[config.mk]
export PLATFORM = sky130hd
export DESIGN_NAME = arith_issue_queue
export DESIGN_NICKNAME = d
export VERILOG_FILES = /design/src/rtl/arith_issue_queue_pkg.sv /design/src/rtl/arith_rs_entry_wakeup.sv /design/src/rtl/arith_issue_queue.sv
export SDC_FILE = /design/constraint.sdc
export NUM_CORES = 1
export LEC_CHECK = 0
export CAP_MARGIN = 10
export CORE_UTILIZATION = 35
export CTS_BUF_LIST = sky130_fd_sc_hd__clkbuf_16
export CTS_CLUSTER_DIAMETER = 30
export DETAILED_ROUTE_END_ITERATION = 7
export PLACE_DENSITY = 0.61
export SYNTH_ARGS = -nofsm -noshare
export SYNTH_HDL_FRONTEND = slang
export SYNTH_SLANG_ARGS = --single-unit
[constraint.sdc]
create_clock -name clk -period 6.8 [get_ports clk]
set_input_delay 1.36 -clock clk [delete_from_list [all_inputs] [get_ports clk]]
set_output_delay 1.36 -clock clk [all_outputs]
set_load 0.02 [all_outputs]
[src/rtl/arith_issue_queue_pkg.sv]
// Shared definitions for the arithmetic issue queue: field widths and the
// reservation-station entry record.
package arith_issue_queue_pkg;

    localparam int unsigned OPC_W  = 4;
    localparam int unsigned TAG_W  = 5;
    localparam int unsigned DATA_W = 8;

    // One source operand: producer tag, present flag, captured value.
    typedef struct packed {
        logic [TAG_W-1:0]  tag;
        logic              rdy;
        logic [DATA_W-1:0] val;
    } operand_t;

    // One reservation-station entry.
    typedef struct packed {
        logic              valid;
        logic [OPC_W-1:0]  opcode;
        logic [TAG_W-1:0]  rob;
        logic [TAG_W-1:0]  dest;
        logic [TAG_W-1:0]  flag_reg;
        operand_t          a;
        operand_t          b;
        operand_t          f;
    } rs_entry_t;

    // Entry holds an instruction whose three operands are all present.
    function automatic logic entry_issuable(input rs_entry_t e);
        return e.valid && e.a.rdy && e.b.rdy && e.f.rdy;
    endfunction

endpackage

[src/rtl/arith_rs_entry_wakeup.sv]
// Operand wakeup for one operand of one entry: when the operand is still
// waiting and a broadcast carries its tag, the broadcast value is captured
// and the operand becomes present.
// Ports:
//   entry_valid      entry holds an instruction
//   opnd             stored operand (tag/rdy/val)
//   bc_valid/bc_reg/bc_val  broadcast bus
//   opnd_c           operand after this cycle's wakeup (combinational)
module arith_rs_entry_wakeup
    import arith_issue_queue_pkg::*;
(
    input  logic              entry_valid,
    input  operand_t          opnd,
    input  logic              bc_valid,
    input  logic [TAG_W-1:0]  bc_reg,
    input  logic [DATA_W-1:0] bc_val,
    output operand_t          opnd_c
);

    // Full-width tag compare; tag 0 is an ordinary tag.
    always_comb begin
        opnd_c = opnd;
        if (entry_valid && !opnd.rdy && bc_valid && (opnd.tag == bc_reg)) begin
            opnd_c.rdy = 1'b1;
            opnd_c.val = bc_val;
        end
    end

endmodule

[src/rtl/arith_issue_queue.sv]
// In-order-select reservation station feeding the arithmetic pipeline.
// Entries are kept compacted and age-ordered (slot 0 oldest). Each edge the
// oldest entry with all operands present is issued into the output
// registers and removed; younger entries shift down and a dispatched entry
// is appended at the resulting tail. Broadcasts wake waiting operands,
// including those of the entry being dispatched.
// Ports:
//   clk, rst_n, flush                 clock, async reset, sync clear
//   disp_*                            dispatch request and instruction fields
//   disp_ready                        queue has a free entry
//   cdb_*, cdb_flag_*                 result and flags broadcast buses
//   opcode..flags_val, instr_valid    registered issue port
//   count                             occupied entries
module arith_issue_queue
    import arith_issue_queue_pkg::*;
#(
    parameter int unsigned DEPTH = 4
) (
    input  logic                        clk,
    input  logic                        rst_n,
    input  logic                        flush,
    input  logic                        disp_valid,
    output logic                        disp_ready,
    input  logic [OPC_W-1:0]            disp_opcode,
    input  logic [TAG_W-1:0]            disp_ROB_entry,
    input  logic [TAG_W-1:0]            disp_dest_reg,
    input  logic [TAG_W-1:0]            disp_flag_reg,
    input  logic [TAG_W-1:0]            disp_a_tag,
    input  logic [TAG_W-1:0]            disp_b_tag,
    input  logic [TAG_W-1:0]            disp_f_tag,
    input  logic                        disp_a_rdy,
    input  logic                        disp_b_rdy,
    input  logic                        disp_f_rdy,
    input  logic [DATA_W-1:0]           disp_a_val,
    input  logic [DATA_W-1:0]           disp_b_val,
    input  logic [DATA_W-1:0]           disp_f_val,
    input  logic                        cdb_valid,
    input  logic [TAG_W-1:0]            cdb_reg,
    input  logic [DATA_W-1:0]           cdb_val,
    input  logic                        cdb_flag_valid,
    input  logic [TAG_W-1:0]            cdb_flag_reg,
    input  logic [DATA_W-1:0]           cdb_flags,
    output logic [OPC_W-1:0]            opcode,
    output logic [TAG_W-1:0]            ROB_entry,
    output logic [TAG_W-1:0]            dest_reg,
    output logic [TAG_W-1:0]            flag_reg,
    output logic [DATA_W-1:0]           op_a_val,
    output logic [DATA_W-1:0]           op_b_val,
    output logic [DATA_W-1:0]           flags_val,
    output logic                        instr_valid,
    output logic [$clog2(DEPTH+1)-1:0]  count
);

    localparam int unsigned CNT_W = $clog2(DEPTH+1);

    rs_entry_t entries_q [DEPTH];
    rs_entry_t entries_d [DEPTH];
    rs_entry_t woken_c   [DEPTH+1];   // extra top slot is always empty, feeds the shift
    operand_t  a_w [DEPTH];
    operand_t  b_w [DEPTH];
    operand_t  f_w [DEPTH];

    operand_t  disp_a_in, disp_b_in, disp_f_in;
    operand_t  disp_a_w, disp_b_w, disp_f_w;
    rs_entry_t disp_e_c;

    logic             disp_fire_c;
    logic             sel_found_c;
    int               sel_idx_c;
    rs_entry_t        sel_e_c;
    logic [CNT_W-1:0] tail_c;

    assign disp_ready  = (count < CNT_W'(DEPTH));
    assign disp_fire_c = disp_valid && disp_ready;

    assign disp_a_in = {disp_a_tag, disp_a_rdy, disp_a_val};
    assign disp_b_in = {disp_b_tag, disp_b_rdy, disp_b_val};
    assign disp_f_in = {disp_f_tag, disp_f_rdy, disp_f_val};

    // Wakeup for stored entries: A/B listen to the result bus, F to the flags bus.
    for (genvar i = 0; i < DEPTH; i++) begin : g_wake
        arith_rs_entry_wakeup u_wake_a (
            .entry_valid (entries_q[i].valid), .opnd (entries_q[i].a),
            .bc_valid (cdb_valid), .bc_reg (cdb_reg), .bc_val (cdb_val),
            .opnd_c (a_w[i])
        );
        arith_rs_entry_wakeup u_wake_b (
            .entry_valid (entries_q[i].valid), .opnd (entries_q[i].b),
            .bc_valid (cdb_valid), .bc_reg (cdb_reg), .bc_val (cdb_val),
            .opnd_c (b_w[i])
        );
        arith_rs_entry_wakeup u_wake_f (
            .entry_valid (entries_q[i].valid), .opnd (entries_q[i].f),
            .bc_valid (cdb_flag_valid), .bc_reg (cdb_flag_reg), .bc_val (cdb_flags),
            .opnd_c (f_w[i])
        );
    end

    // Wakeup for the entry being dispatched this cycle.
    arith_rs_entry_wakeup u_wake_disp_a (
        .entry_valid (disp_valid), .opnd (disp_a_in),
        .bc_valid (cdb_valid), .bc_reg (cdb_reg), .bc_val (cdb_val),
        .opnd_c (disp_a_w)
    );
    arith_rs_entry_wakeup u_wake_disp_b (
        .entry_valid (disp_valid), .opnd (disp_b_in),
        .bc_valid (cdb_valid), .bc_reg (cdb_reg), .bc_val (cdb_val),
        .opnd_c (disp_b_w)
    );
    arith_rs_entry_wakeup u_wake_disp_f (
        .entry_valid (disp_valid), .opnd (disp_f_in),
        .bc_valid (cdb_flag_valid), .bc_reg (cdb_flag_reg), .bc_val (cdb_flags),
        .opnd_c (disp_f_w)
    );

    // Select uses the stored (pre-wakeup) ready bits, so a wakeup at edge N
    // can issue no earlier than edge N+1.
    always_comb begin
        sel_found_c = 1'b0;
        sel_idx_c   = 0;
        sel_e_c     = '0;
        for (int i = 0; i < DEPTH; i++) begin
            if (!sel_found_c && entry_issuable(entries_q[i])) begin
                sel_found_c = 1'b1;
                sel_idx_c   = i;
                sel_e_c     = entries_q[i];
            end
        end
    end

    // Next entry array: apply wakeup, close the gap left by the issued
    // entry, then append the dispatched entry at the new tail.
    always_comb begin
        disp_e_c          = '0;
        disp_e_c.valid    = 1'b1;
        disp_e_c.opcode   = disp_opcode;
        disp_e_c.rob      = disp_ROB_entry;
        disp_e_c.dest     = disp_dest_reg;
        disp_e_c.flag_reg = disp_flag_reg;
        disp_e_c.a        = disp_a_w;
        disp_e_c.b        = disp_b_w;
        disp_e_c.f        = disp_f_w;

        woken_c[DEPTH] = '0;
        for (int i = 0; i < DEPTH; i++) begin
            woken_c[i]   = entries_q[i];
            woken_c[i].a = a_w[i];
            woken_c[i].b = b_w[i];
            woken_c[i].f = f_w[i];
        end

        tail_c = count - CNT_W'(sel_found_c);
        for (int i = 0; i < DEPTH; i++) begin
            if (sel_found_c && (i >= sel_idx_c)) begin
                entries_d[i] = woken_c[i+1];
            end else begin
                entries_d[i] = woken_c[i];
            end
            if (disp_fire_c && (CNT_W'(i) == tail_c)) begin
                entries_d[i] = disp_e_c;
            end
        end
    end

    // State and issue registers; flush clears everything except via reset.
    always_ff @(posedge clk or negedge rst_n) begin
        if (!rst_n) begin
            for (int i = 0; i < DEPTH; i++) begin
                entries_q[i] <= '0;
            end
            count       <= '0;
            instr_valid <= 1'b0;
            opcode      <= '0;
            ROB_entry   <= '0;
            dest_reg    <= '0;
            flag_reg    <= '0;
            op_a_val    <= '0;
            op_b_val    <= '0;
            flags_val   <= '0;
        end else if (flush) begin
            for (int i = 0; i < DEPTH; i++) begin
                entries_q[i] <= '0;
            end
            count       <= '0;
            instr_valid <= 1'b0;
            opcode      <= '0;
            ROB_entry   <= '0;
            dest_reg    <= '0;
            flag_reg    <= '0;
            op_a_val    <= '0;
            op_b_val    <= '0;
            flags_val   <= '0;
        end else begin
            entries_q   <= entries_d;
            count       <= count + CNT_W'(disp_fire_c) - CNT_W'(sel_found_c);
            instr_valid <= sel_found_c;
            if (sel_found_c) begin
                opcode    <= sel_e_c.opcode;
                ROB_entry <= sel_e_c.rob;
                dest_reg  <= sel_e_c.dest;
                flag_reg  <= sel_e_c.flag_reg;
                op_a_val  <= sel_e_c.a.val;
                op_b_val  <= sel_e_c.b.val;
                flags_val <= sel_e_c.f.val;
            end
        end
    end

endmodule

# Yosys cells after proc, flatten, opt, wreduce, memory -nomap -nowiden
# Cells that the tools add are included.
dict set report word_totals {
  in_bits 93
  out_inout_bits 48
  register_bits 295
  elab_cells 238
}
dict set report op_classes {
  n_reduce_logical 96
  mux 51
  eq_ne 18
  n_addsub 3
  magnitude_cmp 5
}
# cell count
set op_table {}
lappend op_table {{two-way mux 62 bit} 8}
lappend op_table {{two-way mux 248 bit} 1}
lappend op_table {{two-way mux 61 bit} 4}
lappend op_table {{two-way mux 9 bit} 15}
lappend op_table {{equality test 5 bit} 15}
lappend op_table {{logical AND 1 bit} 69}
lappend op_table {{greater-or-equal comparator 3 x 32 -> 1 bit (first input constant)} 2}
lappend op_table {{two-way mux 32 bit} 2}
lappend op_table {{two-way mux 8 bit} 6}
lappend op_table {{greater-or-equal comparator 1 x 32 -> 1 bit (first input constant)} 1}
lappend op_table {{greater-or-equal comparator 2 x 32 -> 1 bit (first input constant)} 1}
lappend op_table {{two-way mux 5 bit} 6}
lappend op_table {{zero test 1 bit} 18}
lappend op_table {{nonzero test 3 bit} 4}
lappend op_table {{nonzero test 4 bit} 3}
lappend op_table {{two-way mux 4 bit} 2}
lappend op_table {{equality test 2 x 3 -> 1 bit (first input constant)} 2}
lappend op_table {{two-way mux 1 bit} 6}
lappend op_table {{subtractor 3 x 1 -> 3 bit} 2}
lappend op_table {{adder 3 x 1 -> 3 bit} 1}
lappend op_table {{equality test 1 x 3 -> 1 bit (first input constant)} 1}
lappend op_table {{zero test 3 bit} 1}
lappend op_table {{< comparator 3 bit (second input constant)} 1}
lappend op_table {{two-way mux 3 bit} 1}
lappend op_table {{nonzero test 2 bit} 1}

# Depth between registers and ports, before layout
# Gate-level depths: netlist (run 1).
dict set report logic_depth {
  ltp_word 18
  mapped_depth 12
  ltp_nobuf 11
}

# Hierarchy
# From an unflattened synthesis (run 1), not the netlist that was laid out.
dict set report unflattened {
  hier_cells 1668
  area_unflattened_um2 17148.9
}
# mod seq_area_each_um2 area_per_inst_um2 n_inst cells_per_inst
set by_module_without_submodules {}
lappend by_module_without_submodules {arith_issue_queue 7382.1 13883.3 1 1323}
lappend by_module_without_submodules {arith_rs_entry_wakeup 0.0 217.7 15 23}

# Worst setup path before layout (run 1)
# OpenSTA, ideal clock, no wires.
dict set report synth_path {
  path_kind {input to register}
  startpoint {input cdb_reg[3]}
  endpoint {register entries_q[159] in the netlist's numbering}
  t_arrival_ns 3.103
  path_slack_ns 3.593
  t_required_ns 6.696
  n_path_buf 3
  stages 8
  setup_time_ns 0.104
  cell_sequence {buf_6 > xor2_1 > or4_4 > or2_1 > buf_6 > buf_6 > mux2i_4 > a221oi_1}
}
dict set report synth_between {
  elab_chain_cells 6
  word_cells_on_any_way 12
  classes_between {eq/ne (3); mux (6); reduce/logical (3)}
}
# element line
set synth_rtl {}
lappend synth_rtl {{start, declared} arith_issue_queue.sv:38} ;# input logic [TAG_W-1:0] cdb_reg,
lappend synth_rtl {{equality test 5 bit} arith_rs_entry_wakeup.sv:23} ;# if (entry_valid && !opnd.rdy && bc_valid && (opnd.tag == bc_reg)) begin
lappend synth_rtl {{logical AND 1 bit} arith_rs_entry_wakeup.sv:23}
lappend synth_rtl {{two-way mux 9 bit} arith_rs_entry_wakeup.sv:23}
lappend synth_rtl {{two-way mux 62 bit} arith_issue_queue.sv:154} ;# if (sel_found_c && (i >= sel_idx_c)) begin
lappend synth_rtl {{two-way mux 62 bit *} arith_issue_queue.sv:159} ;# if (disp_fire_c && (CNT_W'(i) == tail_c)) begin
lappend synth_rtl {{two-way mux 248 bit *} arith_issue_queue.sv:180} ;# end else if (flush) begin
lappend synth_rtl {{end signal, assigned} arith_issue_queue.sv:194} ;# entries_q <= entries_d;
lappend synth_rtl {{end, declared} arith_issue_queue.sv:56} ;# rs_entry_t entries_q [DEPTH];
# Mark *: on every way between the ends. The rest lies on a longest branch, timed or not. The select of a mux whose other input is x is not followed.
# A chain may end at the register's enable or synchronous reset.

# Worst setup path after layout (run 1)
dict set report layout_path {
  startpoint {register entries_q[123] in the netlist's numbering}
  endpoint {register entries_q[216] in the netlist's numbering}
}
dict set report layout_between {
  elab_chain_cells 13
  word_cells_on_any_way 19
  classes_between {add/sub (1); order compare (1); mux (7); reduce/logical (10)}
}
# element line
set layout_rtl {}
lappend layout_rtl {{logical AND 1 bit * (3 in a row)} arith_issue_queue_pkg.sv:30} ;# return e.valid && e.a.rdy && e.b.rdy && e.f.rdy;
lappend layout_rtl {{logical AND 1 bit *} arith_issue_queue.sv:123} ;# if (!sel_found_c && entry_issuable(entries_q[i])) begin
lappend layout_rtl {{two-way mux 1 bit} arith_issue_queue.sv:123}
lappend layout_rtl {{zero test 1 bit} arith_issue_queue.sv:123}
lappend layout_rtl {{logical AND 1 bit} arith_issue_queue.sv:123}
lappend layout_rtl {{two-way mux 32 bit / two-way mux 1 bit (equally long branches)} arith_issue_queue.sv:123}
lappend layout_rtl {{greater-or-equal comparator 1 x 32 -> 1 bit / subtractor 3 x 1 -> 3 bit (equally long branches)} {arith_issue_queue.sv:154, arith_issue_queue.sv:152}}
lappend layout_rtl {{logical AND 1 bit / zero test 3 bit (equally long branches)} {arith_issue_queue.sv:154, arith_issue_queue.sv:159}}
lappend layout_rtl {{two-way mux 62 bit / logical AND 1 bit (equally long branches)} {arith_issue_queue.sv:154, arith_issue_queue.sv:159}}
lappend layout_rtl {{two-way mux 62 bit} arith_issue_queue.sv:159}
lappend layout_rtl {{two-way mux 248 bit} arith_issue_queue.sv:180}
# Marked as above.

==> results of run 1 <==
[report_power, final]
part | leakage (nW) | switching (mW) | total [mW] | internal, mW
registers | 4.03 | 0.231 | 2.28 | 2.05
clock network | 1.27 | 1.13 | 3.54 | 2.41
logic | 3.28 | 0.773 | 1.25 | 0.480
total | 8.58 | 2.14 | 7.08 | 4.94
[worst min-delay path, delay by kind of cell (launching register included)]
kind             cells  cell delay (ps)
flip-flops           1              330
AND/OR/NAND/NOR      1               50
AO/OA/AOI/OAI        1               60
[cells in the final DEF (no fill, tap or decap), types with 39 or more instances in the layout]
cell	count
sky130_fd_sc_hd__clkdlybuf4s50_1	138
sky130_fd_sc_hd__a21oi_1	64
sky130_fd_sc_hd__a311oi_1	106
sky130_fd_sc_hd__o22ai_1	71
sky130_fd_sc_hd__mux2i_1	59
sky130_fd_sc_hd__clkbuf_16	80
sky130_fd_sc_hd__nand3_1	43
sky130_fd_sc_hd__nor2_1	120
sky130_fd_sc_hd__a22o_1	39
sky130_fd_sc_hd__xor2_1	41
sky130_fd_sc_hd__nand2_1	368
sky130_fd_sc_hd__o211ai_1	49
sky130_fd_sc_hd__a221oi_1	48
sky130_fd_sc_hd__dfrtp_1	295
[final cells by class]
class,count,area (um2)
clock buffers,80,2002
multi-input cells,1330,8381
inverters,15,56.30
flip-flops and latches,295,7382
clock inverters,59,530.5
fillers,4419,25780
repair buffers,172,1657
well taps,607,759.5
diodes,2,5.005
[through the flow]
stage,utilization (%),setup slack [ps]
3_3_place_gp,39.17,2481
3_5_place_dp,39.17,2321
2_1_floorplan,-,3593
6_report,44.62,2314
5_1_grt,44.61,2306
4_1_cts,44.61,2505
[metal layers]
layer / routed length, um / up-vias / GRT usage [%]
met5: 54 / - / 0
met4: 1898 / 8 / 10.74
met3: 5082 / 148 / 4.906
met2: 27350 / 803 / 39.20
met1: 25900 / 7871 / 35.08
li1: - / 6976 / -
[worst paths after layout]
| check | to | slack, ps | depth (start not counted) |
|---|---|---|---|
| setup / recovery | entries_q[216] | 2310 | 9 |
| hold / removal | entries_q[207] | 490 | 2 |
| max in group asynchronous | entries_q[175] | 4700 | 2 |
| min in group asynchronous | entries_q[188] | 700 | 1 |
| setup reg to reg | entries_q[216] | 2310 | 9 |
| hold reg to reg | entries_q[207] | 490 | 2 |
[Yosys cell counts, drive strengths merged (12+ instances only)]
cell / instances
a211oi: 12
dfrtp: 295
and3: 14
nor2: 120
a311oi: 106
o211ai: 49
a22o: 39
nand4: 13
buf: 38
nand2: 371
o221ai: 24
mux2i: 61
a21oi: 70
nor3: 23
o22ai: 71
xnor2: 36
a31oi: 21
inv: 15
nand3: 44
o32ai: 16
a221oi: 48
o21ai: 30
xor2: 41
clkbuf: 140
[cells by family after synthesis]
logic type / Yosys count
AND/OR/NAND/NOR: 636
multiplexers: 71
flip-flops: 295
buffers and inverters: 193
AO/OA/AOI/OAI: 541
XOR/XNOR: 77
adder cells (fa/ha/maj): 5
==> Implementation_results.wiki, run 1 <==
{| class="wikitable"
! Metric !! Value
|-
| Number of post-CTS setup repair buffers || 0
|-
| Global routing usage summed across all routing layers || roughly 26%
|-
| Insertion delay of the later-clocked pin in the worst-skew pair || roughly 590 ps
|-
| Leakage power total || between 8 and 9 nW
|-
| H-tree depth || 3
|-
| Post-synthesis compound-gate area fraction || 24.73%
|-
| Number of global-route vias before repair || 15850
|-
| Total chip power || 7.076 mW
|-
| Floorplan row count || 79
|-
| Count of non-filler cells in the finished layout || roughly 2600
|-
| Dominant combinational cell family by area after synthesis || compound AO/OA/AOI/OAI gates
|-
| Peak per-stage delay on the critical path || between 700 and 800 ps
|-
| Total overflow reported by the global router || 0
|-
| Adder-cell area share of the yosys netlist || less than 1%
|-
| Number of failing setup endpoints in the final timing report || 0
|-
| Vias post-DR || between 15000 and 20000
|-
| Timing startpoint of the critical path || entries_q[123]
|-
| TritonCTS clock tree || built
|-
| Post-synthesis instance total || 1818
|-
| 1st-iter DRT viols || between 1500 and 2000
|-
| Largest net degree at the start of global routing || 167
|-
| Kind of start point of the critical path || flip-flop
|-
| PwrDens || 340.7 nW/um2
|-
| Share of async-settable or async-resettable flops after synthesis || 100.0%
|-
| Cells traversed along the worst timing path || nand4_1, and3_4, nand2_1, ha_1, and4bb_2, a211oi_1, o41a_1, or3_1, o221ai_1
|-
| Floorplan Core Area || between 40000 and 50000 um2
|-
| Dominant cells by area after synthesis || sky130_fd_sc_hd__dfrtp_1 45%, sky130_fd_sc_hd__nand2_1 8.4%, sky130_fd_sc_hd__a311oi_1 5.6%
|-
| Tightest Pin Transition || about 1100 ps
|-
| Non-Filler Cell Area, Final || 20770 um2
|-
| Post-synthesis mux area share || ~4.5%
|-
| Arrival time of the worst setup path || approximately 5000 ps
|-
| Resized Gates After CTS || 0
|-
| Synthesized net count || 1916
|-
| Setup_tns || 0 ps
|-
| Avg Vias per Cell || approximately 6
|-
| Inst Count DP || ~2400
|-
| Initial antenna violation count || 7
|-
| Data required, critical path || 7230 ps
|-
| Hold Buf Count CTS || 0
|-
| Flip-flop count of the largest register, all copies and words added || ~250
|-
| Share of the cycle needed by the critical path after routing || about two thirds
|-
| Dominant register cell in the synthesized netlist || sky130_fd_sc_hd__dfrtp_1
|-
| Count of distinct cell types in the synthesized netlist || 67
|-
| Number of synthesized register bits || approximately 300
|-
| Die Y || roughly 220 um
|-
| Final nets || between 1500 and 2000
|-
| Input/output buffers || between 100 and 150
|-
| TritonRoute pass-1 iters || 5
|-
| Post-DR wirelength/cell || 23.55 um
|-
| Max VDD drop || roughly 0.19 mV
|-
| Register bank with the most flops || entries_q
|-
| Worst Skew || 21.98 ps
|-
| DRC violation count after routing || 0
|-
| Clock period minus final worst setup slack || ~4500 ps
|-
| Number of buffer and inverter instances along the worst setup path || 0
|-
| Clock root buffer || sky130_fd_sc_hd__clkbuf_16
|-
| Achievable frequency || between 200 and 250 MHz
|-
| Launch point of the worst hold path || entries_q[207]
|-
| Number of pins exceeding their max-slew limit in the final report || 0
|-
| Run status || finished clean
|-
| Width of the die || 219.2 um
|-
| Synth Cell Area || between 15000 and 20000 um2
|-
| Number of nets still failing antenna checks after routing || 0
|-
| Type of the setup path with the least slack || reg2reg
|-
| Clock tree sinks || around 300
|-
| Deepest clock path buffer count || 3
|-
| Total Die Area || roughly 48000 um2
|-
| DP Area || 18240 um2
|-
| Wirelength, routed || 60280 um
|-
| Average cell area after synthesis || just over 9 um2
|-
| Cell family with the largest share of critical-path delay || simple AND/OR/NAND/NOR gates
|-
| Worst setup EP type || flip-flop
|-
| Hold Vio Cnt, Final || 0
|-
| Post-synth top area share || 44.72%
|-
| Area share of xor/xnor cells in the synthesized design || 4.085%
|-
| Count of flip-flops with a built-in enable after synthesis || 0
|-
| Global-route wire length before repair || between 90000 and 100000 um
|-
| Clock slew at reported path FFs || roughly 40 ps
|-
| Fraction of the mapped netlist area in simple logic gates || 16.70%
|-
| Placed wire-length estimate after detailed placement || approximately 36000 um
|-
| I/O pin count || 141
|-
| Relative slew slack || 28.91%
|-
| Cell type with the largest total area after synthesis || sky130_fd_sc_hd__dfrtp_1
|-
| Number of buffers inserted during clock tree synthesis || 80
|-
| Path category of the worst min-delay check || reg2reg
|-
| Area grow syn2layout || 25.84%
|-
| Number of max-cap violations || 0
|-
| Final weighted congestion in routability-driven placement || between 0.9 and 1
|-
| Fraction of final layout cells with drive strength greater than 1 || a little under 10%
|-
| Initial cell density of the core || around 35%
|-
| Standard cell with the maximum stage delay on the critical path || sky130_fd_sc_hd__o41a_1
|-
| Number of warnings reported in the yosys synthesis log || 0
|-
| Setup repair after global routing missed its margin || false
|-
| Portion of the post-synthesis area used by sequential elements || about 45%
|-
| Critical-path maximum fanout || 51
|-
| Min Hold Slack || approximately 490 ps
|-
| Worst flop-to-flop path startpoint || entries_q[123]
|}
No activity file was read; power rests on OpenSTA's default activity.
==> run 2, diff against run 1 <==
==> constraint.sdc (replaced) <==
create_clock -name clk -period 4.7 [get_ports clk]
set_input_delay 0.94 -clock clk [delete_from_list [all_inputs] [get_ports clk]]
set_output_delay 0.94 -clock clk [all_outputs]
set_load 0.02 [all_outputs]
==> Implementation_results.wiki, run 2 (same netlist as run 1, synthesis figures left out) <==
{| class="wikitable"
! Metric !! Value
|-
| Worst setup EP type || flip-flop
|-
| Global-route wire length before repair || 94720 um (-0.16%)
|-
| Worst Skew || 15.50 ps (-6.484 ps)
|-
| Cells traversed along the worst timing path || nand4_1, and3_4, nand2_1, ha_1, ha_1, and4bb_2, a211oi_1, o41a_1, or3_1, o221ai_1
|-
| I/O pin count || 141 (unchanged)
|-
| Hold Vio Cnt, Final || 0 (unchanged)
|-
| Global routing usage summed across all routing layers || 25.54% (about the same)
|-
| Peak per-stage delay on the critical path || 520 ps (-190 ps)
|-
| Flip-flop count of the largest register, all copies and words added || 248 (unchanged)
|-
| Initial antenna violation count || 5 (-2)
|-
| Tightest Pin Transition || 1220 ps (+162.0 ps)
|-
| Data required, critical path || 5120 ps (-2110 ps)
|-
| Floorplan Core Area || 46560 um2 (unchanged)
|-
| Deepest clock path buffer count || 3 (unchanged)
|-
| Path category of the worst min-delay check || in2async
|-
| Cell family with the largest share of critical-path delay || simple AND/OR/NAND/NOR gates
|-
| Wirelength, routed || 60650 um (+0.61%)
|-
| Number of failing setup endpoints in the final timing report || 0 (unchanged)
|-
| TritonRoute pass-1 iters || 6 (+1)
|-
| Power dissipated by switching net loads || 3.162 mW (+48%)
|-
| Register bank with the most flops || entries_q
|-
| Placed wire-length estimate after detailed placement || 36030 um (+0.58%)
|-
| Most repeated library cell on the critical path || sky130_fd_sc_hd__ha_1
|-
| PwrDens || 498.2 nW/um2 (+46%)
|-
| Comb power frac || 17.7% (about the same)
|-
| Number of pins exceeding their max-slew limit in the final report || 0 (unchanged)
|-
| Inst Count DP || 2438 (+0.79%)
|-
| Width of the die || 219.2 um (unchanged)
|-
| Switching share of power || 30.12% (-0.077 points)
|-
| Commonest cells after routing, fill and taps aside || 368 x sky130_fd_sc_hd__nand2_1, 295 x sky130_fd_sc_hd__dfrtp_1, 138 x sky130_fd_sc_hd__clkdlybuf4s50_1
|-
| Met3 Track Usage GR || 5.738% (+0.83 points)
|-
| Routing layer with the top usage in global route || met2
|-
| Post-DR wirelength/cell || 23.46 um (-0.36%)
|-
| Run status || finished clean
|-
| Met2 routing resource usage after global routing || 40.07% (+0.88 points)
|-
| Fraction of final layout cells with drive strength greater than 1 || 11.08% (+1.2 points)
|-
| Input/output buffers || 140 (unchanged)
|-
| Clock root buffer || sky130_fd_sc_hd__clkbuf_16
|-
| Hold Buf Count CTS || 0 (unchanged)
|-
| Critical-path maximum fanout || 8 (-84%)
|-
| Leakage power total || 8.739 nW (+1.8%)
|-
| Standard cell with the maximum stage delay on the critical path || sky130_fd_sc_hd__a211oi_1
|-
| Kind of start point of the critical path || flip-flop
|-
| TritonCTS clock tree || built
|-
| Most common library cell in the layout ignoring fill and taps || sky130_fd_sc_hd__nand2_1
|-
| Clock slew at reported path FFs || 40 ps (about the same)
|-
| Insertion delay of the later-clocked pin in the worst-skew pair || 590 ps (about the same)
|-
| Share of the cycle needed by the critical path after routing || 72.95% (+7.0 points)
|-
| Die Y || 219.2 um (unchanged)
|-
| Type of the setup path with the least slack || reg2reg
|-
| Sequential cell fraction of total power || 31.4% (-0.8 points)
|-
| Number of buffer and inverter instances along the worst setup path || 0 (unchanged)
|-
| 1st-iter DRT viols || 1655 (-14%)
|-
| Floorplan row count || 79 (unchanged)
|-
| Max VDD drop || 0.2580 mV (+39%)
|-
| Largest net degree at the start of global routing || 110 (-34%)
|-
| Number of buffers inserted during clock tree synthesis || 79 (-1.3%)
|-
| Initial cell density of the core || 35.46% (unchanged)
|-
| Final nets || 2010 (+0.90%)
|-
| Number of post-CTS setup repair buffers || 0 (unchanged)
|-
| Avg Vias per Cell || 6.162 (-0.20%)
|-
| H-tree depth || 3 (unchanged)
|-
| Total overflow reported by the global router || 0 (unchanged)
|-
| Relative slew slack || 18.65% (-10 points)
|-
| Setup repair after global routing missed its margin || false
|-
| Clock period minus final worst setup slack || 3429 ps (-1057 ps)
|-
| Number of max-cap violations || 0 (unchanged)
|-
| Area grow syn2layout || 27.64%
|-
| Clk pwr share || 50.9% (+0.8 points)
|-
| Achievable frequency || 291.6 MHz (+31%)
|-
| Total Die Area || 48040 um2 (unchanged)
|-
| Arrival time of the worst setup path || 3850 ps (-1070 ps)
|-
| Count of non-filler cells in the finished layout || 2585 (+0.98%)
|-
| Final weighted congestion in routability-driven placement || 0.8619 (-5.5%)
|-
| DRC violation count after routing || 0 (unchanged)
|-
| Number of nets still failing antenna checks after routing || 0 (unchanged)
|-
| Grt met1 use || 34.01% (-1.1 points)
|-
| Internal Power || 7.335 mW (+48%)
|-
| Setup_tns || 0 ps (unchanged)
|-
| Number of global-route vias before repair || 16050 (+1.3%)
|-
| Vias post-DR || 15930 (+0.77%)
|-
| Resized Gates After CTS || 0 (unchanged)
|-
| Clock tree sinks || 295 (unchanged)
|}
==> run 2: cell types whose count changed in the layout (fill, tap and decap cells not counted), sizes merged <==
cell / previous run / this run
clkinv: 32 / 33
clkinvlp: 5 / 6
bufinv: 8 / 11
diode: 2 / 1
buf: 34 / 53
clkbuf: 80 / 79
inv: 29 / 32
==> run 2: final timing paths <==
check	startpoint	endpoint	slack, ps	depth (start not counted)
setup / recovery	entries_q[123]	entries_q[216]	1270	10
hold / removal	rst_n	flags_val[4]	390	1
setup reg to reg	entries_q[123]	entries_q[216]	1270	10
hold reg to reg	entries_q[201]	entries_q[201]	480	2
max in group asynchronous	rst_n	entries_q[33]	3120	2
min in group clk	entries_q[201]	entries_q[201]	480	2
==> run 2: cell type report <==
cell class	count	area, um2
Sequential cell	295	7382
Multi-Input combinational cell	1330	8381
Fill cell	4430	25490
Inverter	15	56.30
Antenna cell	1	2.502
Clock buffer	79	1977
Timing Repair Buffer	191	1849
Tap cell	607	759.5
Clock inverter	67	663.1
==> run 2: layer usage <==
| metal | part of all wire, % | up-vias |
|---|---|---|
| li1 | - | 7032 |
| met1 | 42 | 7883 |
| met2 | 46 | 844 |
| met3 | 8.8 | 161 |
| met4 | 3.1 | 8 |
| met5 | 0.086 | - |
==> run 2: per-stage QoR <==
stage	total power [mW]	hold slack (ps)	worst slack (ps)	util [%]	area (um2)
3_5_place_dp	5.162	473.4	834.5	39.58	18430
4_1_cts	10.53	446.4	1348	45.25	21070
2_1_floorplan	4.434	456.4	1856	-	16510
6_report	10.50	393.8	1271	45.26	21070
5_1_grt	10.92	482.2	1152	45.25	21070
3_3_place_gp	5.106	468.8	884.2	39.58	18430
==> run 2: power groups by stage <==
stage          Clock [mW]  Sequential [mW]  Combinational, mW
2_1_floorplan           0             3.25               1.18
3_3_place_gp            0             3.31               1.79
3_5_place_dp            0             3.32               1.84
4_1_cts              5.38             3.29               1.85
5_1_grt              5.55             3.35               2.03
6_report             5.34             3.30               1.86
